<file path="src/rtl/uart_tx_sched.sv">
// Round-robin scheduler that shares the memory-mapped UART transmitter among N
// byte-stream requesters, acting as a second bus master beside the CPU.
module uart_tx_sched #(
  parameter int          N        = 4,
  parameter logic [31:0] BASE     = 32'hFFFF0020,
  parameter int          POLL_GAP = 4
) (
  input  logic             clk,
  input  logic             rst,
  input  logic [N-1:0]     req_valid,
  input  logic [8*N-1:0]   req_data,
  output logic [N-1:0]     req_ready,
  output logic             bus_req,
  input  logic             bus_gnt,
  output logic             bus_we,
  output logic [31:0]      bus_addr,
  output logic [31:0]      bus_wdata,
  input  logic [31:0]      bus_rdata,
  output logic             busy
);

  // state  | meaning
  // INIT   | enable the transmitter (CTRL write), once after reset
  // IDLE   | wait for a requester, latch winner and its byte
  // POLL   | read STAT until the transmitter is free
  // GAP    | back off POLL_GAP cycles between polls
  // WRITE  | write the latched byte to TXDT
  // SETTLE | ack pulse to the winner; dead cycle so STAT busy can rise
  typedef enum logic [2:0] {
    S_INIT, S_IDLE, S_POLL, S_GAP, S_WRITE, S_SETTLE
  } state_t;

  localparam int PW = (N > 1) ? $clog2(N) : 1;
  localparam int GW = (POLL_GAP > 1) ? $clog2(POLL_GAP) : 1;
  localparam logic [31:0] ADDR_TXDT = BASE + 32'h4;
  localparam logic [31:0] ADDR_CTRL = BASE + 32'h8;
  localparam logic [31:0] ADDR_STAT = BASE + 32'hC;

  state_t          state;
  logic [PW-1:0]   rr_ptr;
  logic [PW-1:0]   win;
  logic [7:0]      tx_byte;
  logic [GW-1:0]   gap_cnt;
  logic            bus_req_r;
  logic            we_r;
  logic [31:0]     addr_r;
  logic [31:0]     wdata_r;
  logic [N-1:0]    req_ready_r;

  logic            win_found;
  logic [PW-1:0]   win_idx;
  logic [PW-1:0]   scan_idx;
  logic [7:0]      win_byte;

  // Scan downward so the candidate closest after rr_ptr is assigned last.
  always_comb begin
    win_found = 1'b0;
    win_idx   = '0;
    scan_idx  = '0;
    for (int k = N; k >= 1; k--) begin
      scan_idx = PW'((int'(rr_ptr) + k) % N);
      if (req_valid[scan_idx]) begin
        win_found = 1'b1;
        win_idx   = scan_idx;
      end
    end
  end

  always_comb begin
    win_byte = '0;
    for (int i = 0; i < N; i++) begin
      if (win_idx == PW'(i)) win_byte = req_data[8*i +: 8];
    end
  end

  // Bus registers hold the access for the state being entered, so the
  // address is already stable when bus_rdata is sampled in POLL.
  always_ff @(posedge clk) begin
    if (!rst) begin
      state       <= S_INIT;
      rr_ptr      <= PW'(N - 1);
      win         <= '0;
      tx_byte     <= '0;
      gap_cnt     <= '0;
      bus_req_r   <= 1'b0;
      we_r        <= 1'b0;
      addr_r      <= '0;
      wdata_r     <= '0;
      req_ready_r <= '0;
    end else begin
      req_ready_r <= '0;
      case (state)
        S_INIT: begin
          if (!bus_req_r) begin
            bus_req_r <= 1'b1;
            we_r      <= 1'b1;
            addr_r    <= ADDR_CTRL;
            wdata_r   <= 32'h2;
          end else if (bus_gnt) begin
            bus_req_r <= 1'b0;
            we_r      <= 1'b0;
            addr_r    <= '0;
            wdata_r   <= '0;
            state     <= S_IDLE;
          end
        end
        S_IDLE: begin
          if (win_found) begin
            win       <= win_idx;
            tx_byte   <= win_byte;
            bus_req_r <= 1'b1;
            we_r      <= 1'b0;
            addr_r    <= ADDR_STAT;
            wdata_r   <= '0;
            state     <= S_POLL;
          end
        end
        S_POLL: begin
          if (bus_gnt) begin
            if (!bus_rdata[1]) begin
              we_r    <= 1'b1;
              addr_r  <= ADDR_TXDT;
              wdata_r <= {24'b0, tx_byte};
              state   <= S_WRITE;
            end else begin
              bus_req_r <= 1'b0;
              addr_r    <= '0;
              gap_cnt   <= GW'(POLL_GAP - 1);
              state     <= S_GAP;
            end
          end
        end
        S_GAP: begin
          if (gap_cnt == '0) begin
            bus_req_r <= 1'b1;
            we_r      <= 1'b0;
            addr_r    <= ADDR_STAT;
            state     <= S_POLL;
          end else begin
            gap_cnt <= gap_cnt - 1'b1;
          end
        end
        S_WRITE: begin
          if (bus_gnt) begin
            bus_req_r   <= 1'b0;
            we_r        <= 1'b0;
            addr_r      <= '0;
            wdata_r     <= '0;
            req_ready_r <= N'(1) << win;
            rr_ptr      <= win;
            state       <= S_SETTLE;
          end
        end
        S_SETTLE: state <= S_IDLE;
        default:  state <= S_INIT;
      endcase
    end
  end

  // Nothing reaches the shared bus without the grant.
  assign bus_req   = bus_req_r;
  assign bus_we    = we_r & bus_gnt;
  assign bus_addr  = bus_gnt ? addr_r : '0;
  assign bus_wdata = bus_gnt ? wdata_r : '0;
  assign req_ready = req_ready_r;
  assign busy      = rst & (state != S_IDLE);

  logic unused_rdata;
  assign unused_rdata = ^{bus_rdata[31:2], bus_rdata[0]};

endmodule
</file>
<file path="config.mk">
export PLATFORM = sky130hd
export DESIGN_NAME = uart_tx_sched
export DESIGN_NICKNAME = d
export VERILOG_FILES = /design/src/rtl/uart_tx_sched.sv
export SDC_FILE = /design/constraint.sdc
export NUM_CORES = 1
export LEC_CHECK = 0
export CORE_ASPECT_RATIO = 1.25
export CORE_MARGIN = 2
export CORE_UTILIZATION = 42
export CTS_CLUSTER_DIAMETER = 30
export DETAILED_ROUTE_END_ITERATION = 8
export PLACE_DENSITY = 0.77
export SYNTH_ARGS = -nofsm -noshare
export SYNTH_HDL_FRONTEND = slang
export SYNTH_SLANG_ARGS = --single-unit
</file>
<file path="constraint.sdc">
create_clock -name clk -period 2.5 [get_ports clk]
set_input_delay 0.5 -clock clk [delete_from_list [all_inputs] [get_ports clk]]
set_output_delay 0.5 -clock clk [all_outputs]
set_load 0.1 [all_outputs]
</file>
After elaboration in Yosys (flattened, before gate mapping)
Cells that the tools add are included.
{"block": "classes", "eq_ne": 18, "reduce_logical": 15, "addsub": 5, "shift": 1, "muxes": 62, "magnitude_cmp": 4, "bitwise_logic": 2}
{"cell": "$mux 32", "n": 13}
{"cell": "$pmux 32 s5", "n": 1}
{"cell": "$pmux 32 s4", "n": 1}
{"cell": "$mux 8", "n": 4}
{"cell": "$mux 1", "n": 21}
{"cell": "$mux 3", "n": 7}
{"cell": "$ne 2x2->1 const B", "n": 9}
{"cell": "$pmux 3 s6", "n": 1}
{"cell": "$mux 2", "n": 7}
{"cell": "$lt 2x3->1 const B", "n": 4}
{"cell": "$reduce_and 4->1", "n": 3}
{"cell": "$reduce_and 6->1", "n": 2}
{"cell": "$pmux 1 s5", "n": 2}
{"cell": "$bmux 1 s2", "n": 4}
{"cell": "$eq 3x2->1 const B", "n": 2}
{"cell": "$eq 3x3->1 const B", "n": 2}
{"cell": "$reduce_and 5->1", "n": 1}
{"cell": "$reduce_bool 5->1", "n": 1}
{"cell": "$add 2x1->2 const B", "n": 2}
{"cell": "$add 2x2->2 const B", "n": 2}
{"cell": "$eq 2x2->1 const B", "n": 2}
{"cell": "$logic_not 2->1", "n": 2}
{"cell": "$pmux 2 s2", "n": 1}
{"cell": "$reduce_and 2->1", "n": 2}
{"cell": "other kinds (10)", "n": 11}
{"block": "totals", "elab_cells": 117, "regBits": 87, "in_bits": 71}

Longest topological paths before layout
{"block": "depth", "ltp_word": 12, "mapped_depth": 8}

Least setup slack after synthesis
OpenSTA, ideal clock, no wires.
{"block": "synth_timing", "path_type": "input -> output", "start": "input port rst", "end": "output port busy", "stages": 3, "path_buffers": 1, "arrival_time_ns": 2.142, "required_ns": 2.000, "path_slack_ns": -0.142, "path_cell_list": "clkinv_1 > clkbuf_1 > nor2_1"}
{"block": "synth_between", "elab_chain_len": 1}
{"element": "from (decl)", "line": "9", "rtl": "input logic rst,"}
{"element": "$and 1x1->1", "line": "166", "rtl": "assign busy = rst & (state != S_IDLE);"}
{"element": "to (decl)", "line": "19", "rtl": "output logic busy"}
No other way between the ends.

Final worst setup path
{"block": "layout_timing", "start": "register state[0]", "end": "output port busy"}
{"block": "layout_between", "elab_chain_len": 2}
{"element": "from (decl)", "line": "39", "rtl": "state_t state;"}
{"element": "from (signal assigned)", "line": "80", "rtl": "state <= S_INIT;"}
{"element": "from (signal assigned)", "line": "104", "rtl": "state <= S_IDLE;"}
{"element": "from (signal assigned)", "line": "115", "rtl": "state <= S_POLL;"}
{"element": "$ne 3x1->1", "line": "166"}
{"element": "$and 1x1->1", "line": "166"}
No other way between the ends.

==> flow_summary.toml <==
[logic_synthesis]
avgSynthCellArea_um2 = 8.87
ys_types = 51
async_flop_share_pct = 0
synthesis.nets = 513
yosysMostFrequentCell = "dfxtp_1"
synth.mux.area_fraction_pct = 5.40
synth_compound_area_share_pct = 14.5
synth_common_cells = "87 x dfxtp_1, 70 x and2_1, 42 x nand2_1, 34 x a21oi_1, 30 x nor2_1"
ys_seq_area_share_pct = 44.5
synthAdderAreaFrac_pct = 0.576
yosys-top-cells-area = "dfxtp_1 45%, and2_1 11%, mux2i_1 5.1%"
ys_seq_elements = 87
synth_area_mm2 = 0.00391
synth-warning-count = 0
synth_top_area_share_pct = 44.5
synth_edf_count = 0
synth_xor_area_share_pct = 0.448
synth_top_cell_by_area = "dfxtp_1"
syn_inst = 441
synth_top_family_by_area = "simple AND/OR/NAND/NOR gates"
ys.flop_type = "dfxtp_1"
synthSimpleGateAreaFrac_pct = 29.7

[clock_tree]
cts_resized = 0
cts_tree = "built"
postCtsSetupRepairBufs = 0
holdBufCountCts = 0
cts-htree-levels = 3
cts_buffers = 9
clock-root-buffer = "clkbuf_16"
clk_pin_slew_ps = 60
clock-sinks = 87
cts_buffer_depth = 2
clk_latency_ps = 340

[sta]
fmax_mhz = 433
fin_crit_ps = 2310
tns_ps = 0
final_max_slew_viol_count = 0
setup_viol = 0
period_share_pct = 92.3
fin_hold_ws_ps = 450
maxSlewHeadroom_pct = 31.2
rsz0062_at_grt = "no"
fin_skew_ps = 6.57
worst_slew_pin_slew_ps = 1030
hold_violations = 0

[worst_setup_path]
cp-start-kind = "flop"
crit_buf_inv = 1
timing_worst_setup_path_type = "flop to output pin"
crit_cells = 3
critPathMaxStageDelay_ps = 630
worstPathMaxFanout = 13
crit_slowest_cell = "dfxtp_1"
end_kind = "output pin"
crit_family = "simple AND/OR/NAND/NOR gates"
cp.required_ps = 2000
critPathArrivalTime_ps = 1810
r2r_cells = 7
worstPathCellList = "nor3b_2, nor2_2, buf_12"

[floorplan]
core_mm2 = 0.00913
ioPinCount = 142
initial_core_util_pct = 42.9
placementRows = 39
die_area_mm2 = 0.0101
fp.dieH_um = 112
die_w_um = 90.3

[min_path]
hold_class = "flop to flop"
min_path_cells = 2

[placement]
port_buffers = 110
place_area_mm2 = 0.00588
dpl.hpwl_um = 6960
place_congestion = 0.857

[layout]
n_antenna_cell = 0
nNetsFinal = 614
seq_area_mm2 = 0.00174
layout-drive-gt1-share_pct = 34.2
fin_util_pct = 68.0
final_area_mm2 = 0.00620
syn_to_final_growth_pct = 58.5
multi_input_area_mm2 = 0.00208
n_fill_cell = 709

[pwr]
seq_power_share_pct = 33.9
p_int_mw = 3.12
p_leak_nw = 2.58
power_density_mw_per_mm2 = 790
power.switching_mw = 1.78
clockPowerShare_pct = 28.9
max-vdd-ir-drop_mv = 0.383
p_comb_share_pct = 37.2
power.share.switching_pct = 36.3

[routing]
drcViolationCount = 0
first_pass_iters = 5
routed_via_density = 5.18
routed_wl_um = 9630
vias = 3466
drt_iter0_markers = 182
postRouteAntennaNets = 0
wl_per_cell_um = 14.4

[grt]
overflow = 0
grt_pass1_wl_um = 16200
grt_pass1_vias = 3489
grt_max_degree = 42
grt_use_total_pct = 19.6
antenna_found_initial = 0

[outcome]
status = "finished, final reports clean"

[run]
max_cap_violations = 0
[worst register-to-register path, delay by kind of cell, from the launching register on]
family / cells / cell delay (ps)
AND/OR/NAND/NOR: 2 / 380
flip-flops: 1 / 460
AO/OA/AOI/OAI: 3 / 780
buffers and inverters: 2 / 480
[state kept, by name, summed over array words and instances, names as in the netlist]
signal     flops
addr_r        32
state          3
gap_cnt        2
wdata_r       32
tx_byte        8
bus_req        1
we_r           1
rr_ptr         2
win            2
req_ready      4
[cell usage in the layout (no fill, tap or decap), types with 3 or more instances in the layout]
master	n
o221ai_1	8
nor2_1	29
nand2b_1	7
nand2_1	42
dfxtp_1	87
clkdlybuf4s50_1	38
inv_1	6
buf_12	68
a21oi_1	34
and2_4	10
a22oi_1	10
clkbuf_16	9
and3_1	26
buf_4	17
nor3b_1	3
mux2i_1	20
and2_1	10
o21bai_1	3
o21ai_0	10
nor2b_1	3
and2_2	60
[worst paths after layout]
path	startpoint	endpoint	slack, ps
setup reg to reg	state[0]	wdata_r[6]	280
setup / recovery	state[0]	busy	190
hold reg to reg	addr_r[24]	addr_r[24]	450
hold / removal	addr_r[24]	addr_r[24]	450
[cell type report]
| cell class | count | share of cell area, % |
|---|---|---|
| Multi-Input combinational cell | 312 | 33.6 |
| Timing Repair Buffer | 124 | 30.2 |
| Sequential cell | 87 | 28.1 |
| Clock buffer | 10 | 3.85 |
| Tap cell | 123 | 2.48 |
| Clock inverter | 5 | 1.31 |
| Inverter | 8 | 0.484 |
[stage by stage]
step | std cells | worst slack [ps] | power, mW
5_1_grt | 669 | 103 | 5.12
2_1_floorplan | 441 | 164 | 2.91
6_report | 669 | 191 | 4.90
4_1_cts | 669 | 218 | 4.92
3_5_place_dp | 654 | -120 | 3.50
3_3_place_gp | 654 | -1.95 | 3.44
[power groups by stage]
stage / logic (mW) / clock network, mW / registers [mW]
after global placement: 1.76 / 0 / 1.67
after detailed placement: 1.81 / 0 / 1.69
after CTS: 1.83 / 1.44 / 1.66
after floorplan: 1.24 / 0 / 1.67
final: 1.82 / 1.42 / 1.66
after global routing: 1.93 / 1.51 / 1.68
[logic make-up (layout without fill, tap and decap cells)]
group | Yosys count | count (layout)
adders and majority gates | 2 | 2
muxes | 21 | 21
DFF | 87 | 87
AOI/OAI and AO/OA | 83 | 83
xor gates and xnor gates | 2 | 2
and+or+nand+nor | 204 | 204
buffers and inverters | 42 | 147
[layer usage]
metal,track usage [%],vias up,wire length [um]
li1,-,1697,-
met1,21.5,1626,3760
met2,35.8,127,5200
met3,4.67,16,510
met4,8.82,0,164
met5,0,-,0
Note: power is estimated with default switching activity, not from simulation.
